==> src/rtl/interleaver_block_sched_if.sv <==
// Block request, byte stream and interleaver-side bundle for interleaver_block_sched.
// master is the controller side; slave is the upstream/interleaver side.
interface interleaver_block_sched_if;
   logic       blk_req;
   logic       blk_size;
   logic       blk_ack;
   logic [7:0] in_data;
   logic       in_valid;
   logic       in_ready;
   logic [7:0] il_data;
   logic       il_data_valid;
   logic       il_crc_start;
   logic       il_crc_blocksize;
   logic       il_crc_end;
   logic [7:0] il_data_out;
   logic       il_data_ready;
   logic       il_done;
   logic [7:0] out_data;
   logic       out_valid;
   logic       blk_done;
   logic       busy;
   logic       timeout_err;
   logic       count_err;

   modport master (
      input  blk_req,
      input  blk_size,
      input  in_data,
      input  in_valid,
      input  il_data_out,
      input  il_data_ready,
      input  il_done,
      output blk_ack,
      output in_ready,
      output il_data,
      output il_data_valid,
      output il_crc_start,
      output il_crc_blocksize,
      output il_crc_end,
      output out_data,
      output out_valid,
      output blk_done,
      output busy,
      output timeout_err,
      output count_err
   );

   modport slave (
      output blk_req,
      output blk_size,
      output in_data,
      output in_valid,
      output il_data_out,
      output il_data_ready,
      output il_done,
      input  blk_ack,
      input  in_ready,
      input  il_data,
      input  il_data_valid,
      input  il_crc_start,
      input  il_crc_blocksize,
      input  il_crc_end,
      input  out_data,
      input  out_valid,
      input  blk_done,
      input  busy,
      input  timeout_err,
      input  count_err
   );
endinterface

==> src/rtl/interleaver_block_sched.sv <==
// Block sequencer in front of the byte-wide turbo interleaver: loads one
// block, waits for the interleaver with a watchdog, checks the returned count.
module interleaver_block_sched #(
   parameter int SMALL_BYTES    = 132,
   parameter int LARGE_BYTES    = 768,
   parameter int CNT_W          = 10,
   parameter int TIMEOUT_CYCLES = 8192,
   parameter int TO_W           = 14
) (
   input logic                      clk,
   input logic                      reset,
   interleaver_block_sched_if.master bus
);

   typedef enum logic [1:0] {
      IDLE,
      LOAD,
      RUN,
      DONE
   } state_t;

   localparam logic [CNT_W-1:0] SMALL_N = CNT_W'(SMALL_BYTES);
   localparam logic [CNT_W-1:0] LARGE_N = CNT_W'(LARGE_BYTES);
   localparam logic [CNT_W-1:0] CNT_MAX = '1;
   localparam logic [TO_W-1:0]  WD_LAST = TO_W'(TIMEOUT_CYCLES - 1);

   state_t           state;
   state_t           state_nx;
   logic [CNT_W-1:0] in_cnt;
   logic [CNT_W-1:0] out_cnt;
   logic [CNT_W-1:0] size;
   logic [TO_W-1:0]  wd;
   logic             first;
   logic             blksize_q;
   logic             accept;
   logic             xfer;
   logic             last_xfer;
   logic             wd_expired;

   logic [7:0]       il_data_q;
   logic             il_valid_q;
   logic             crc_start_q;
   logic             crc_end_q;
   logic [7:0]       out_data_q;
   logic             out_valid_q;
   logic             timeout_q;
   logic             count_q;

   assign size       = blksize_q ? LARGE_N : SMALL_N;
   assign wd_expired = (wd == WD_LAST);

   always_ff @(posedge clk) begin
      if (reset) state <= IDLE;
      else       state <= state_nx;
   end

   always_comb begin
      state_nx  = state;
      accept    = 1'b0;
      xfer      = 1'b0;
      last_xfer = 1'b0;
      unique case (state)
         IDLE: begin
            if (bus.blk_req) begin
               accept   = 1'b1;
               state_nx = LOAD;
            end
         end
         LOAD: begin
            if (bus.in_valid) begin
               xfer = 1'b1;
               if (in_cnt == '0) begin
                  last_xfer = 1'b1;
                  state_nx  = RUN;
               end
            end
         end
         RUN: begin
            // done takes priority over a watchdog expiring in the same cycle
            if (bus.il_done || wd_expired) state_nx = DONE;
         end
         DONE: state_nx = IDLE;
      endcase
   end

   always_ff @(posedge clk) begin
      if (reset) begin
         blksize_q   <= 1'b0;
         in_cnt      <= '0;
         first       <= 1'b0;
         il_data_q   <= '0;
         il_valid_q  <= 1'b0;
         crc_start_q <= 1'b0;
         crc_end_q   <= 1'b0;
      end else begin
         il_valid_q  <= 1'b0;
         crc_start_q <= 1'b0;
         crc_end_q   <= 1'b0;
         if (accept) begin
            blksize_q <= bus.blk_size;
            in_cnt    <= (bus.blk_size ? LARGE_N : SMALL_N) - 1'b1;
            first     <= 1'b1;
         end
         if (xfer) begin
            il_data_q   <= bus.in_data;
            il_valid_q  <= 1'b1;
            crc_start_q <= first;
            crc_end_q   <= (in_cnt == '0);
            first       <= 1'b0;
            if (in_cnt != '0) in_cnt <= in_cnt - 1'b1;
         end
      end
   end

   always_ff @(posedge clk) begin
      if (reset) begin
         out_data_q  <= '0;
         out_valid_q <= 1'b0;
      end else begin
         // returned bytes are forwarded in every state, counted only in RUN
         out_valid_q <= bus.il_data_ready;
         if (bus.il_data_ready) out_data_q <= bus.il_data_out;
      end
   end

   always_ff @(posedge clk) begin
      if (reset) begin
         out_cnt <= '0;
         wd      <= '0;
      end else if (last_xfer) begin
         out_cnt <= '0;
         wd      <= '0;
      end else if (state == RUN) begin
         if (bus.il_data_ready && out_cnt != CNT_MAX) out_cnt <= out_cnt + 1'b1;
         if (!wd_expired) wd <= wd + 1'b1;
      end
   end

   always_ff @(posedge clk) begin
      if (reset) begin
         timeout_q <= 1'b0;
         count_q   <= 1'b0;
      end else begin
         if (state == RUN && !bus.il_done && wd_expired) timeout_q <= 1'b1;
         if (state == DONE && out_cnt != size) count_q <= 1'b1;
      end
   end

   assign bus.blk_ack          = accept & ~reset;
   assign bus.in_ready         = (state == LOAD);
   assign bus.busy             = (state != IDLE);
   assign bus.blk_done         = (state == DONE);
   assign bus.il_data          = il_data_q;
   assign bus.il_data_valid    = il_valid_q;
   assign bus.il_crc_start     = crc_start_q;
   assign bus.il_crc_end       = crc_end_q;
   assign bus.il_crc_blocksize = blksize_q;
   assign bus.out_data         = out_data_q;
   assign bus.out_valid        = out_valid_q;
   assign bus.timeout_err      = timeout_q;
   assign bus.count_err        = count_q;

endmodule

==> src/flat_wrapper.sv <==
// flat-port wrapper written by rule: the top's interface ports become plain ports
module interleaver_block_sched_flat 
#(
   parameter int SMALL_BYTES    = 132,
   parameter int LARGE_BYTES    = 768,
   parameter int CNT_W          = 10,
   parameter int TIMEOUT_CYCLES = 8192,
   parameter int TO_W           = 14
)
  (clk, reset, bus_blk_req, bus_blk_size, bus_in_data, bus_in_valid, bus_il_data_out, bus_il_data_ready, bus_il_done, bus_blk_ack, bus_in_ready, bus_il_data, bus_il_data_valid, bus_il_crc_start, bus_il_crc_blocksize, bus_il_crc_end, bus_out_data, bus_out_valid, bus_blk_done, bus_busy, bus_timeout_err, bus_count_err);
  interleaver_block_sched_if bus_i ();
  input logic clk;
  input logic reset;
  input wire logic [$bits(bus_i.blk_req)-1:0] bus_blk_req;
  input wire logic [$bits(bus_i.blk_size)-1:0] bus_blk_size;
  input wire logic [$bits(bus_i.in_data)-1:0] bus_in_data;
  input wire logic [$bits(bus_i.in_valid)-1:0] bus_in_valid;
  input wire logic [$bits(bus_i.il_data_out)-1:0] bus_il_data_out;
  input wire logic [$bits(bus_i.il_data_ready)-1:0] bus_il_data_ready;
  input wire logic [$bits(bus_i.il_done)-1:0] bus_il_done;
  output wire logic [$bits(bus_i.blk_ack)-1:0] bus_blk_ack;
  output wire logic [$bits(bus_i.in_ready)-1:0] bus_in_ready;
  output wire logic [$bits(bus_i.il_data)-1:0] bus_il_data;
  output wire logic [$bits(bus_i.il_data_valid)-1:0] bus_il_data_valid;
  output wire logic [$bits(bus_i.il_crc_start)-1:0] bus_il_crc_start;
  output wire logic [$bits(bus_i.il_crc_blocksize)-1:0] bus_il_crc_blocksize;
  output wire logic [$bits(bus_i.il_crc_end)-1:0] bus_il_crc_end;
  output wire logic [$bits(bus_i.out_data)-1:0] bus_out_data;
  output wire logic [$bits(bus_i.out_valid)-1:0] bus_out_valid;
  output wire logic [$bits(bus_i.blk_done)-1:0] bus_blk_done;
  output wire logic [$bits(bus_i.busy)-1:0] bus_busy;
  output wire logic [$bits(bus_i.timeout_err)-1:0] bus_timeout_err;
  output wire logic [$bits(bus_i.count_err)-1:0] bus_count_err;
  assign bus_i.blk_req = bus_blk_req;
  assign bus_i.blk_size = bus_blk_size;
  assign bus_i.in_data = bus_in_data;
  assign bus_i.in_valid = bus_in_valid;
  assign bus_i.il_data_out = bus_il_data_out;
  assign bus_i.il_data_ready = bus_il_data_ready;
  assign bus_i.il_done = bus_il_done;
  assign bus_blk_ack = bus_i.blk_ack;
  assign bus_in_ready = bus_i.in_ready;
  assign bus_il_data = bus_i.il_data;
  assign bus_il_data_valid = bus_i.il_data_valid;
  assign bus_il_crc_start = bus_i.il_crc_start;
  assign bus_il_crc_blocksize = bus_i.il_crc_blocksize;
  assign bus_il_crc_end = bus_i.il_crc_end;
  assign bus_out_data = bus_i.out_data;
  assign bus_out_valid = bus_i.out_valid;
  assign bus_blk_done = bus_i.blk_done;
  assign bus_busy = bus_i.busy;
  assign bus_timeout_err = bus_i.timeout_err;
  assign bus_count_err = bus_i.count_err;
  interleaver_block_sched #(.SMALL_BYTES(SMALL_BYTES), .LARGE_BYTES(LARGE_BYTES), .CNT_W(CNT_W), .TIMEOUT_CYCLES(TIMEOUT_CYCLES), .TO_W(TO_W)) u_core (.clk(clk), .reset(reset), .bus(bus_i));
endmodule
==> config.mk <==
export PLATFORM = sky130hd
export DESIGN_NAME = interleaver_block_sched_flat
export DESIGN_NICKNAME = d
export VERILOG_FILES = /design/src/rtl/interleaver_block_sched_if.sv /design/src/rtl/interleaver_block_sched.sv /design/src/flat_wrapper.sv
export SDC_FILE = /design/constraint.sdc
export NUM_CORES = 1
export LEC_CHECK = 0
export BUFFER_PORTS_ARGS = -buffer_cell sky130_fd_sc_hd__clkbuf_2
export CAP_MARGIN = 20
export CORE_ASPECT_RATIO = 1.5
export CORE_UTILIZATION = 40
export CTS_CLUSTER_SIZE = 20
export DETAILED_ROUTE_END_ITERATION = 7
export GPL_TIMING_DRIVEN = 1
export SLEW_MARGIN = 0
export SYNTH_ARGS = -nofsm -noshare
export SYNTH_HDL_FRONTEND = slang
export SYNTH_SLANG_ARGS = --single-unit
==> constraint.sdc <==
create_clock -name clk -period 1.9 [get_ports clk]
set_clock_uncertainty 0.2 [all_clocks]
set_input_delay 0.095 -clock clk [delete_from_list [all_inputs] [get_ports clk]]
set_output_delay 0.095 -clock clk [all_outputs]
set_load 0.05 [all_outputs]
# After elaboration in Yosys (flattened, before gate mapping)
# Cells that the tools add are included.
# word_totals
ff_bits	60
latchBits	0
ram_bits	0
rom_bits	0
inputBits	23
output_inout_bits	27
word_cells	66
memories	0
# op_classes
addsub	4
n_mul	0
div_mod_pow	0
order_cmp	0
n_eq_ne	10
shift	0
muxes	18
bitwise	4
n_reduce_logical	16
# ops
cell	n
two-way mux 10 bit	5
subtractor 10 x 1 -> 10 bit (second input constant)	2
adder 14 x 1 -> 14 bit (second input constant)	1
equality test 14 x 13 -> 1 bit (second input constant)	1
adder 10 x 1 -> 10 bit (second input constant)	1
logical NOT 10 bit	1
!= test 10 bit	1
!= test 10 bit (second input constant)	1
nonzero test 10 bit	1
two-way mux 1 bit	8
two-way mux 2 bit	4
one-hot mux 2 bit (4 select lines)	1
OR reduction 2 bit	3
equality test 2 bit (second input constant)	2
logical AND 1 bit	4
!= test 2 x 1 -> 1 bit (second input constant)	2
!= test 2 bit (second input constant)	2
AND reduction 2 bit	2
AND reduction 4 bit	1
NOT 1 bit	3
equality test 2 x 1 -> 1 bit (second input constant)	1
logical NOT 2 bit	1
nonzero test 2 bit	1
bitwise AND 1 bit	1
other kinds (2)	2

# Depth between registers and ports, before layout
# depth
word_depth	5
mapped_depth	8
mapped_depth_nobuf	6

# Worst setup path after synthesis
# Ideal clock, no wire load.
# synth_path
path_type	reg-to-reg
startpoint	reg u_core.state[1]
endpoint	reg u_core.in_cnt[7]
arrival_time_ns	1.982
setup_slack_ns	-0.368
path_stages_with_launch	8
path_cell_list	dfxtp_1 inv_1 ha_1 and2_1 clkbuf_1 o31ai_2 or3_1 a211oi_1
# synth_between
elab_cells_between_ends	7
classes_between	eq/ne: 1; mux: 5; reduce/logical: 1
# synth_rtl
element	line	text
from (decl)	interleaver_block_sched.sv:27	state_t state;
from (signal assigned)	interleaver_block_sched.sv:54	else state <= state_nx;
equality test 2 x 1 -> 1 bit	--	
net bus_in_ready	flat_wrapper.sv:22	output wire logic [$bits(bus_i.in_ready)-1:0] bus_in_ready;
two-way mux 1 bit	interleaver_block_sched.sv:62	unique case (state)
two-way mux 10 bit	interleaver_block_sched.sv:104	if (xfer) begin
to (signal assigned)	interleaver_block_sched.sv:101	in_cnt <= (bus.blk_size ? LARGE_N : SMALL_N) - 1'b1;
to (signal assigned)	interleaver_block_sched.sv:110	if (in_cnt != '0) in_cnt <= in_cnt - 1'b1;
to (decl)	interleaver_block_sched.sv:29	logic [CNT_W-1:0] in_cnt;
# The timed path passes the listed nets, and every way through them passes these cells.
# A chain may end at the register's enable or synchronous reset.

# Worst setup path in the final report
# layout_path
startpoint	reg u_core.in_cnt[0]
endpoint	reg u_core.in_cnt[7]
# layout_between
elab_chain_cells	3
elab_cells_between_ends	4
classes_between	add/sub: 1; mux: 2; reduce/logical: 1
# layout_rtl
element	line
subtractor 10 x 1 -> 10 bit / nonzero test 10 bit (equally long branches)	interleaver_block_sched.sv:110
two-way mux 10 bit (*)	interleaver_block_sched.sv:110
two-way mux 10 bit (*)	interleaver_block_sched.sv:104
# Mark *: on every way between the ends. The rest lies on a longest branch, timed or not.

==> Implementation_results.wiki <==
{| class="wikitable"
! Metric !! Value
|-
| Status || finished, violations left
|-
| Failing checks || setup timing
|-
| Count of boundary I/O pins || 50
|-
| Required time at the worst-slack endpoint || 1.96 ns
|-
| Clock network latency to the later pin of the worst-skew pair || 0.35 ns
|-
| CTS HTree Levels || 3
|-
| Startpoint-to-endpoint class of the critical path || register to register
|-
| Fraction of final layout cells sized beyond drive strength 1 || 40.3%
|-
| Die Wd || 72.1 um
|-
| Leading cell types in the layout, fill and taps excluded || 65 x sky130_fd_sc_hd__buf_4, 48 x sky130_fd_sc_hd__clkbuf_2, 47 x sky130_fd_sc_hd__dfxtp_1
|-
| Unique masters post-synth || 53
|-
| Unrepaired setup endpoints after global routing || yes
|-
| Residual overflow from global routing || 0
|-
| Number of standard cells after synthesis || 340
|-
| Data arrival, critical path || 2.01 ns
|-
| Cell type group with the largest total delay on the critical path || compound AO/OA/AOI/OAI gates
|-
| Number of inserted filler cells in the final layout || 604
|-
| Largest fanout of any net on the critical path || 6
|-
| Fin worst setup slack || -0.0488 ns
|-
| # nets final || 508
|-
| Effective utilization at floorplan || 41.1%
|-
| CTS Root Cell || sky130_fd_sc_hd__clkbuf_8
|-
| Sequential fraction of the synthesis area || 40.7%
|-
| Startpoint kind of the worst setup timing path || register
|-
| Number of nets still failing antenna checks after routing || 0
|-
| Buffers & Inverters on Critical Path || 2
|-
| Max Root-Sink Buffers || 2
|-
| Vias in the first global route || 2883
|-
| Total routing resource utilization after global routing || 21.1%
|-
| HPWL after detailed placement || 5410 um
|-
| Number of antenna violations at the first check in global routing || 0
|-
| Remaining max-slew budget at the tightest pin || 61.7%
|-
| Period utilisation layout || 103%
|-
| Vias per inst || 5.25
|-
| Floorplan core area || 7180 um2
|-
| Critical Path, Cell by Cell || inv_2, ha_4, or3b_4, o31ai_4, buf_6, nor4_4, a211oi_2
|-
| Total power consumption of the routed design || 0.00505 W
|-
| Max IR drop VDD || 0.586 mV
|-
| Number of buffers added by the clock tree synthesis step || 9
|-
| Wire length of the first global-routing pass || 12700 um
|-
| Number of synthesized register bits || 60
|-
| Static power due to leakage || 1.79 nW
|-
| Fraction of the core area covered by cells at the end of the flow || 62.3%
|-
| Worst-margin pin slew || 0.575 ns
|-
| Row Count || 38
|-
| Length of the first detailed-routing pass in iterations || 4
|-
| Final weighted congestion of routability-driven global placement || 0.844
|-
| Critical Path End Type || register
|-
| Die Area || 7730 um2
|-
| DR vias || 3048
|-
| Iter 0 DRT Violations || 173
|-
| CTS clk-pin slew, worst paths || 0.08 ns
|-
| Post-route minimum period || 1.95 ns
|-
| Number of failing hold endpoints at the final stage || 0
|-
| Total length of routed wires || 8170 um
|-
| Post-Syn Nets || 372
|-
| Max Clk Rate || 513 MHz
|-
| Stage delay of the slowest cell on the critical path || 0.44 ns
|-
| Pin count of the biggest net entering global routing || 27
|-
| Number of max-slew violations in the final report || 0
|-
| Setup-failing EPs final || 3
|-
| Cell Pwr Density || 1130 nW/um2
|-
| CTS Sinks || 60
|-
| Total DRC errors in the routed layout || 0
|-
| Number of max-cap violations || 0
|-
| Most common library cell in the layout ignoring fill and taps || sky130_fd_sc_hd__buf_4
|-
| Port buffer count || 49
|-
| Antenna diodes || 0
|-
| Die height || 107 um
|-
| Worst Hold Margin || 0.102 ns
|-
| Wirelength per Cell || 14.1 um
|-
| Setup TNS after final layout || -0.0952 ns
|-
| Slowest cell on the critical path || sky130_fd_sc_hd__or3b_4
|-
| TritonCTS clock tree || yes
|-
| Mean cell area of the mapped netlist || 8.67 um2
|-
| Summed instance area of the synthesized netlist || 2950 um2
|-
| Type of the worst min-delay path || primary input to register
|-
| Yosys synthesis warning count || 0
|-
| Synth-to-layout area growth || 51.7%
|}
==> Yosys cell counts (all sizes together) <==
cell / instances / area, um2
nor4: 10 / 75.1
a21o: 2 / 15.0
o311ai: 2 / 17.5
nand2: 33 / 124
a31oi: 3 / 18.8
nand3b: 1 / 7.51
clkbuf: 8 / 30.0
mux2i: 13 / 130
xor2: 3 / 26.3
and2: 5 / 31.3
and4: 2 / 17.5
xnor2: 5 / 43.8
ha: 9 / 113
a22o: 1 / 8.76
o41ai: 3 / 33.8
nand3: 9 / 45.0
nand4: 8 / 71.3
a211o: 2 / 17.5
o221ai: 1 / 8.76
and3: 2 / 12.5
nor4bb: 2 / 20.0
o31ai: 12 / 95.1
a2111oi: 2 / 17.5
nor3: 8 / 45.0
nand4b: 3 / 26.3
or4b: 2 / 20.0
nor2: 30 / 113
or3: 8 / 55.1
buf: 6 / 41.3
inv: 16 / 60.1
or4: 9 / 71.3
or3b: 1 / 8.76
o2111ai: 2 / 17.5
dfxtp: 60 / 1200
a211oi: 4 / 30.0
nand2b: 4 / 25.0
or2: 1 / 6.26
nor3b: 1 / 7.51
o21ai: 11 / 55.1
a41oi: 1 / 8.76
a21oi: 33 / 165
nor2b: 2 / 12.5
==> what timing repair did <==
action	CTS	global route
resized for setup	16	38
hold buffers	19	1
setup endpoints to repair	16	34
buffers inserted	0	6
pin swaps	2	12
cloned	0	2
hold endpoints to repair	22	3
==> flip-flops by register name (all words and copies together), names as in the netlist <==
register,flops
u_core.bus.count_err,1
u_core.bus.il_crc_blocksize,1
u_core.bus.il_crc_end,1
u_core.bus.il_crc_start,1
u_core.bus.il_data,8
u_core.bus.il_data_valid,1
u_core.bus.out_data,8
u_core.bus.out_valid,1
u_core.bus.timeout_err,1
u_core.first,1
u_core.in_cnt,10
u_core.out_cnt,10
u_core.state,2
u_core.wd,14
==> where the power goes <==
group | switching, W | total, W | internal, W
Sequential | 0.000145 | 0.00157 | 0.00143
Combinational | 0.00128 | 0.00230 | 0.00102
Clock | 0.000563 | 0.00117 | 0.000611
Total | 0.00199 | 0.00505 | 0.00306
==> final cells by class <==
class	instances	area, um2	share of cell area [%]
Multi-Input combinational cell	250	1850	41.3
Sequential cell	60	1220	27.2
Timing Repair Buffer	139	1020	22.8
Tap cell	100	125	2.80
Clock buffer	9	124	2.77
Clock inverter	7	76.3	1.71
Inverter	16	62.6	1.40
==> metrics by stage <==
step / cell area [um2] / cells / setup WS, ns
2_1_floorplan: 3030 / 340 / -0.0560
3_3_place_gp: 3790 / 537 / -0.0790
3_5_place_dp: 3790 / 537 / -0.112
4_1_cts: 4230 / 572 / -0.00317
5_1_grt: 4470 / 581 / -0.123
6_report: 4470 / 581 / -0.0488
==> metal layers <==
metal	global-route usage (%)	share of wire (%)	vias up
li1	-	-	1521
met1	23.4	41	1439
met2	37.0	53	68
met3	4.79	3.6	20
met4	10.6	2.8	0
met5	0	0	-
==> final timing paths <==
| path | start | endpoint | slack [ns] | depth (start not counted) |
|---|---|---|---|---|
| max reg2reg | u_core.in_cnt[0] | u_core.in_cnt[7] | -0.05 | 7 |
| min reg2reg | u_core.bus.count_err | u_core.bus.count_err | 0.25 | 2 |
| min | bus_in_valid | u_core.state[0] | 0.10 | 4 |
| max | u_core.in_cnt[0] | u_core.in_cnt[7] | -0.05 | 7 |
==> cells by family after synthesis <==
group | share of synthesized area, %
AND/OR/NAND/NOR | 26.9
AO/OA/AOI/OAI | 17.3
flip-flops | 40.7
buffers and inverters | 4.45
multiplexers | 4.41
adder cells (fa/ha/maj) | 3.82
XOR/XNOR | 2.38
==> tightest hold or removal path: stages <==
cell	delay, ns
sky130_fd_sc_hd__clkbuf_2	0.12
sky130_fd_sc_hd__a41oi_2	0.16
sky130_fd_sc_hd__a211o_1	0.16
sky130_fd_sc_hd__a211oi_2	0.08
(Power assumes the default switching activity.)
